**src/rtl/lut_ni_loader.sv**
```systemverilog
// Writer side of the neighbour-intensity weight LUT: packs a byte stream MSB-first
// into DATA_W-bit words and writes them to LUT addresses 0..DEPTH-1, one pass per i_start.
`timescale 1ns/1ps
module lut_ni_loader #(
    parameter int BYTE_W = 8,
    parameter int DATA_W = 24,
    parameter int ADDR_W = 8,
    parameter int DEPTH  = 256
) (
    input  logic              i_clk,
    input  logic              i_rst,
    input  logic              i_start,
    input  logic [BYTE_W-1:0] i_byte,
    input  logic              i_byte_valid,
    output logic              o_byte_ready,
    output logic              o_wr_en,
    output logic [ADDR_W-1:0] o_wr_addr,
    output logic [DATA_W-1:0] o_wr_data,
    output logic              o_busy,
    output logic              o_done
);

    localparam int BPW   = DATA_W / BYTE_W;
    localparam int CNT_W = (BPW > 1) ? $clog2(BPW) : 1;
    localparam int SH_W  = (BPW > 1) ? DATA_W - BYTE_W : 1;

    localparam logic [CNT_W-1:0]  LAST_BYTE = CNT_W'(BPW - 1);
    localparam logic [ADDR_W-1:0] LAST_ADDR = ADDR_W'(DEPTH - 1);

    typedef enum logic [1:0] {
        ST_IDLE,
        ST_LOAD,
        ST_DONE
    } state_t;

    state_t              r_state;
    logic [CNT_W-1:0]    r_byte_cnt;
    logic [ADDR_W-1:0]   r_addr;
    logic [SH_W-1:0]     r_shift;
    logic                r_byte_ready;
    logic                r_wr_en;
    logic [ADDR_W-1:0]   r_wr_addr;
    logic [DATA_W-1:0]   r_wr_data;
    logic                r_busy;
    logic                r_done;

    logic                w_xfer;
    logic [DATA_W-1:0]   w_word;

    assign w_xfer = i_byte_valid && r_byte_ready;

    // The incoming byte lands at the LSB end, so the first byte of a word ends up on top.
    generate
        if (BPW > 1) begin : g_pack
            assign w_word = {r_shift, i_byte};
        end else begin : g_pass
            assign w_word = i_byte;
        end
    endgenerate

    // NOTE: all state below uses non-blocking assignments so every register samples
    // the pre-edge values of its neighbours, exactly like the flops it describes.
    always_ff @(posedge i_clk or posedge i_rst) begin
        if (i_rst) begin
            r_state      <= ST_IDLE;
            r_byte_cnt   <= '0;
            r_addr       <= '0;
            r_shift      <= '0;
            r_byte_ready <= 1'b0;
            r_wr_en      <= 1'b0;
            r_wr_addr    <= '0;
            r_wr_data    <= '0;
            r_busy       <= 1'b0;
            r_done       <= 1'b0;
        end else begin
            // NOTE: default-low assignment makes the write strobe a single-cycle pulse.
            r_wr_en <= 1'b0;
            case (r_state)
                ST_IDLE, ST_DONE: begin
                    if (i_start) begin
                        r_state      <= ST_LOAD;
                        r_byte_cnt   <= '0;
                        r_addr       <= '0;
                        r_shift      <= '0;
                        r_byte_ready <= 1'b1;
                        r_busy       <= 1'b1;
                        r_done       <= 1'b0;
                    end
                end
                ST_LOAD: begin
                    if (w_xfer) begin
                        r_shift <= w_word[SH_W-1:0];
                        if (r_byte_cnt == LAST_BYTE) begin
                            r_byte_cnt <= '0;
                            r_wr_en    <= 1'b1;
                            r_wr_addr  <= r_addr;
                            r_wr_data  <= w_word;
                            // The last word ends the pass; the address never steps past DEPTH-1.
                            if (r_addr == LAST_ADDR) begin
                                r_state      <= ST_DONE;
                                r_byte_ready <= 1'b0;
                                r_busy       <= 1'b0;
                                r_done       <= 1'b1;
                            end else begin
                                r_addr <= r_addr + 1'b1;
                            end
                        end else begin
                            r_byte_cnt <= r_byte_cnt + 1'b1;
                        end
                    end
                end
                default: r_state <= ST_IDLE;
            endcase
        end
    end

    assign o_byte_ready = r_byte_ready;
    assign o_wr_en      = r_wr_en;
    assign o_wr_addr    = r_wr_addr;
    assign o_wr_data    = r_wr_data;
    assign o_busy       = r_busy;
    assign o_done       = r_done;

endmodule
```
**config.mk**
```make
export PLATFORM = sky130hd
export DESIGN_NAME = lut_ni_loader
export DESIGN_NICKNAME = d
export VERILOG_FILES = /design/src/rtl/lut_ni_loader.sv
export SDC_FILE = /design/constraint.sdc
export NUM_CORES = 1
export LEC_CHECK = 0
export CORE_MARGIN = 2
export CORE_UTILIZATION = 50
export DETAILED_ROUTE_END_ITERATION = 12
export PLACE_DENSITY = 0.77
export SETUP_SLACK_MARGIN = 0.4
export SLEW_MARGIN = 15
export SYNTH_ARGS = -nofsm -noshare
export SYNTH_HDL_FRONTEND = slang
export SYNTH_SLANG_ARGS = --single-unit
export TNS_END_PERCENT = 10
```
**constraint.sdc**
```tcl
create_clock -name i_clk -period 2.2 [get_ports i_clk]
set_input_delay 0.44 -clock i_clk [delete_from_list [all_inputs] [get_ports i_clk]]
set_output_delay 0.44 -clock i_clk [all_outputs]
set_load 0.01 [all_outputs]
```
# Yosys cells after proc, flatten, opt, wreduce, memory -nomap -nowiden
# Index checks and enable logic that the tools add are counted.
[op_classes]
addsub = 2
n_mul = 0
n_div = 0
n_lt_le_gt_ge = 0
n_eq_ne = 9
shifts = 0
muxes = 30
bitwise_logic = 0
n_reduce_logical = 9
[ops]
columns = ["operator", "count"]
rows = [
  ["16-bit two-way mux", 2],
  ["8-bit two-way mux", 4],
  ["16-bit case mux with 2 select lines", 1],
  ["8-bit case mux with 2 select lines", 1],
  ["2-bit two-way mux", 7],
  ["1-bit two-way mux", 11],
  ["2-bit inequality test (second input constant)", 5],
  ["5-bit AND reduction", 2],
  ["8-bit by 1-bit adder with 8-bit output (second input constant)", 1],
  ["8-bit equality test (second input constant)", 1],
  ["2-bit case mux with 2 select lines", 2],
  ["3-bit AND reduction", 2],
  ["2-bit equality test (second input constant)", 2],
  ["1-bit case mux with 2 select lines", 2],
  ["4-bit AND reduction", 1],
  ["2-bit by 1-bit adder with 2-bit output (second input constant)", 1],
  ["2-bit by 1-bit equality test with 1-bit output (second input constant)", 1],
  ["2-bit zero test", 1],
  ["2-bit nonzero test", 1],
  ["2-bit OR reduction", 1],
  ["1-bit logical AND", 1],
]
[totals]
reg_bits = 63
latch_bits = 0
ram_bits = 0
romBits = 0
out_inout_bits = 36
mem_count = 0

# Logic depth before layout (Yosys ltp)
[logic_depth]
depth_word = 5
depth_mapped = 7
mapped_depth_nobuf = 5

# Least setup slack after synthesis
# No wires, ideal clock.
[synth_path]
kind = "register to register"
start = "register r_addr[0]"
end = "register r_addr[1]"
arrival_ps = 1456
required_time_ps = 2077
setup_slack_ps = 622
stages_incl_launch_ff = 7
n_path_buf = 1
period_less_slack_ps = 1578
path_cell_list = "dfrtp_1 ha_1 nand2_1 or3_1 buf_6 a21o_4 mux2i_1"
[synth_via]
elab_chain_cells = 5
elab_cells_between_ends = 8
classes_between = "add/sub: 1; eq/ne: 2; mux: 4; reduce/logical: 1"
[synth_lines]
columns = ["item", "line_no", "text"]
rows = [
  ["start: declaration", "38", "logic [ADDR_W-1:0] r_addr;"],
  ["start signal: assignment", "105", "r_addr <= r_addr + 1'b1;"],
  ["8-bit by 1-bit adder with 8-bit output", "105", ""],
  ["8-bit two-way mux", "99", "if (r_addr == LAST_ADDR) begin"],
  ["8-bit two-way mux", "93", "if (r_byte_cnt == LAST_BYTE) begin"],
  ["8-bit two-way mux", "91", "if (w_xfer) begin"],
  ["8-bit case mux with 2 select lines", "78", "case (r_state)"],
]
# Several ways; a longest one is shown, not always the timed one. The select of a mux whose other input is x is not followed.
# A chain may end at the register's enable or synchronous reset.

# Worst setup path after layout
[layout_path]
start = "register r_busy, in the netlist o_busy"
end = "output o_busy"
[layout_lines]
columns = ["item", "line_no", "text"]
rows = [
  ["start: declaration", "44", "logic r_busy;"],
  ["start signal: assignment", "73", "r_busy <= 1'b0;"],
  ["start signal: assignment", "86", "r_busy <= 1'b1;"],
  ["start signal: assignment", "102", "r_busy <= 1'b0;"],
  ["end: declaration", "19", "output logic o_busy,"],
]
# No word-level cell between the ends.

==> flow_summary.json <==
{
  "grt_start_max_net_pins": 64,
  "drc": 0,
  "wl_met3_um": 190,
  "cp_cell_sequence": "clkdlybuf4s50_1",
  "synth-edff-count": 0,
  "avgSynthCellArea_um2": 9.22,
  "power_switching_mw": 1.40,
  "synthTopCellsByArea": "dfrtp_1 (61%), nand2_1 (19%), o21ai_0 (4.5%)",
  "worst_slew_margin_rel": 0.781,
  "fin_nets": 342,
  "die-area_um2": 5740,
  "diodes": 0,
  "cpLargestDelayFamily": "buffers and inverters",
  "wire_per_inst_um": 12.6,
  "comb_power_share": 0.339,
  "synthArstFlopShare": 1.00,
  "holdWs_ns": 0.472,
  "yosysTopAreaCellShare": 0.613,
  "fin_crit_sh": 0.799,
  "hold_viol": 0,
  "status": "completed",
  "numCtsBuffers": 9,
  "crit_fanout": 5,
  "cp_num_buf_inv": 1,
  "peakVddDrop_v": 0.000601,
  "post_cts_buffers": 0,
  "synth.area.mux_share": 0.0122,
  "max_freq_mhz": 569,
  "critPathKind": "register to output port",
  "synthXorXnorAreaFrac": 0,
  "die_h_um": 75.7,
  "final_area_um2": 3350,
  "r2r_slack_ns": 0.49,
  "slowest_delay_ns": 0.57,
  "start_util": 0.510,
  "netlist_area_um2": 2570,
  "maxCapViolations": 0,
  "synthAdderAreaFrac": 0.00486,
  "tns_ns": 0,
  "cts_buffer_depth": 2,
  "sw_frac_of_total": 0.327,
  "antenna_found_initial": 0,
  "power_mw": 4.28,
  "grt_pass1_vias": 1799,
  "io_pins": 48,
  "antenna_left": 0,
  "port-buffer-count": 47,
  "skew_ns": 0.0106,
  "clock_latency_ns": 0.33,
  "finalSetupViolCount": 0,
  "synth_top_family_by_area": "simple AND/OR/NAND/NOR gates",
  "yosysWarnings": 0,
  "syn_nets": 292,
  "p_int_mw": 2.88,
  "dp_hpwl_um": 3280,
  "via_per_inst": 4.91,
  "tightest_slew_ns": 0.329,
  "clock_sinks": 63,
  "hold_path.class": "register to register",
  "die_x_um": 75.7,
  "nFillCells": 407,
  "syn_to_final_growth_pct": 30.3,
  "htreeDepth": 3,
  "drt-total-wl_um": 5090,
  "crit_path_end_kind": "output port",
  "routabilityCongestion": 0.851,
  "dr.pass1.iters": 4,
  "vias": 1980,
  "ys.flop_type": "dfrtp_1",
  "place_area_um2": 3150,
  "ys_seq_area_frac": 0.613,
  "tritoncts": "yes",
  "critPathSlowestCell": "clkdlybuf4s50_1",
  "overflow": 0,
  "power_leakage_nw": 1.62,
  "synth_compound_area_frac": 0.0943,
  "min_period_ns": 1.76,
  "cts.clk_slew.worst_paths_ns": 0.06,
  "power.density_nw_per_um2": 1280,
  "cts_root_buf": "clkbuf_8",
  "rows": 26,
  "pwr-share-seq": 0.432,
  "worst_ep_arrival_time_ns": 1.32,
  "track_usage": 0.196,
  "yosysTopAreaCell": "dfrtp_1",
  "ys_types": 33,
  "synthSimpleGateAreaFrac": 0.239,
  "netlist_instances": 279,
  "pwr-share-clk": 0.229,
  "rsz0062_at_grt": "true",
  "finalMaxSlewViolations": 0,
  "first_iter_violations": 137,
  "synth_seq_cells": 63,
  "met1_length_um": 2490,
  "wl_met2_um": 2310,
  "drive_gt1_frac": 0.0961,
  "coreArea_um2": 5040,
  "routed.top_layer": "met4",
  "grt_pass1_wl_um": 8340,
  "start_kind": "register",
  "crit_required_ns": 1.76
}
==> synthesized netlist by cell type (2+ instances only) <==
cell and n:
clkbuf_1 4, nor2b_1 2, o21a_1 2, a22o_1 2, mux2i_1 2, nor3_1 4, o21ai_0 23, inv_1 5
buf_1 5, a31oi_1 3, buf_2 4, a21oi_1 2, o22a_1 2, dfrtp_1 63, nand3_1 3, nand2_1 133
nand2b_1 2, nand4_1 2, nor2_1 2
==> area by class of cell <==
cell class,count,area (µm²),area share
tap,70,87.6,0.0261
clock inverter,3,42.5,0.0127
inverter,6,26.3,0.00783
clock buffer,12,155,0.0463
sequential,63,1580,0.470
multi-input combinational,195,913,0.272
timing repair buffer,54,552,0.164
==> power groups by stage <==
stage                     clock, mW  sequential (mW)  combinational (mW)
after detailed placement          0             1.86                1.46
after global placement            0             1.86                1.42
after floorplan                   0             1.92               0.684
after CTS                      1.00             1.85                1.47
after global routing           1.04             1.91                1.63
final                         0.979             1.85                1.45
==> cell usage in the layout, fill, tap and decap left out, types with 2 or more instances in the layout <==
cell type	synthesis	layout
a21oi_1	2	2
a22o_1	2	2
a31oi_1	3	2
buf_12	0	2
buf_4	1	4
clkbuf_8	0	11
clkdlybuf4s50_1	0	47
clkinvlp_4	0	2
dfrtp_1	63	62
inv_1	5	4
mux2i_1	2	2
nand2_1	133	133
nand2b_1	2	2
nand3_1	3	3
nand4_1	2	2
nor2_1	2	2
nor2b_1	2	2
nor3_1	4	4
o21a_1	2	2
o21ai_0	23	23
o22a_1	2	2
==> per-stage QoR <==
step | utilization | std cells | setup WS [ns]
global placement | 0.624 | 388 | 0.232
finish | 0.665 | 403 | 0.443
global route | 0.665 | 403 | 0.382
detailed placement | 0.624 | 388 | 0.176
CTS | 0.664 | 403 | 0.420
floorplan | - | 279 | 0.622
==> registers in the layout, summed over array words and instances (netlist names), 2 cells and up <==
name and count:
r_shift 16, r_byte_cnt 2, o_wr_addr 8, r_addr 8, o_wr_data 24, r_state 2
==> cell families (layout without fill, tap and decap cells) <==
logic type | count (synthesis) | count (layout)
AND/OR/NAND/NOR | 153 | 153
flip-flops | 63 | 63
adder cells (fa/ha/maj) | 1 | 1
buffers and inverters | 21 | 75
AO/OA/AOI/OAI | 38 | 38
multiplexers | 3 | 3
==> repair_timing <==
action	in CTS	in global routing
hold buffers	0	0
endpoints found under the setup margin	2	7
gates resized for setup	1	2
==> metal layers <==
| layer | GRT usage | up-vias |
|---|---|---|
| met2 | 0.283 | 46 |
| met4 | 0.0994 | 0 |
| met1 | 0.283 | 917 |
| met5 | 0 | - |
| met3 | 0.0357 | 7 |
| li1 | - | 1010 |
==> final timing paths <==
path | start | end | cells after the start
setup / recovery | o_busy$_DFFE_PP0P_ | o_busy | 1
hold / removal | o_wr_addr[0]$_DFFE_PP0P_ | o_wr_addr[0]$_DFFE_PP0P_ | 2
setup reg to reg | r_addr[0]$_DFFE_PP0P_ | r_addr[3]$_DFFE_PP0P_ | 5
hold reg to reg | o_wr_addr[0]$_DFFE_PP0P_ | o_wr_addr[0]$_DFFE_PP0P_ | 2
max in group asynchronous | i_rst | r_addr[0]$_DFFE_PP0P_ | 3
min in group asynchronous | i_rst | o_wr_data[18]$_DFFE_PP0P_ | 3
(Power assumes the default switching activity.)
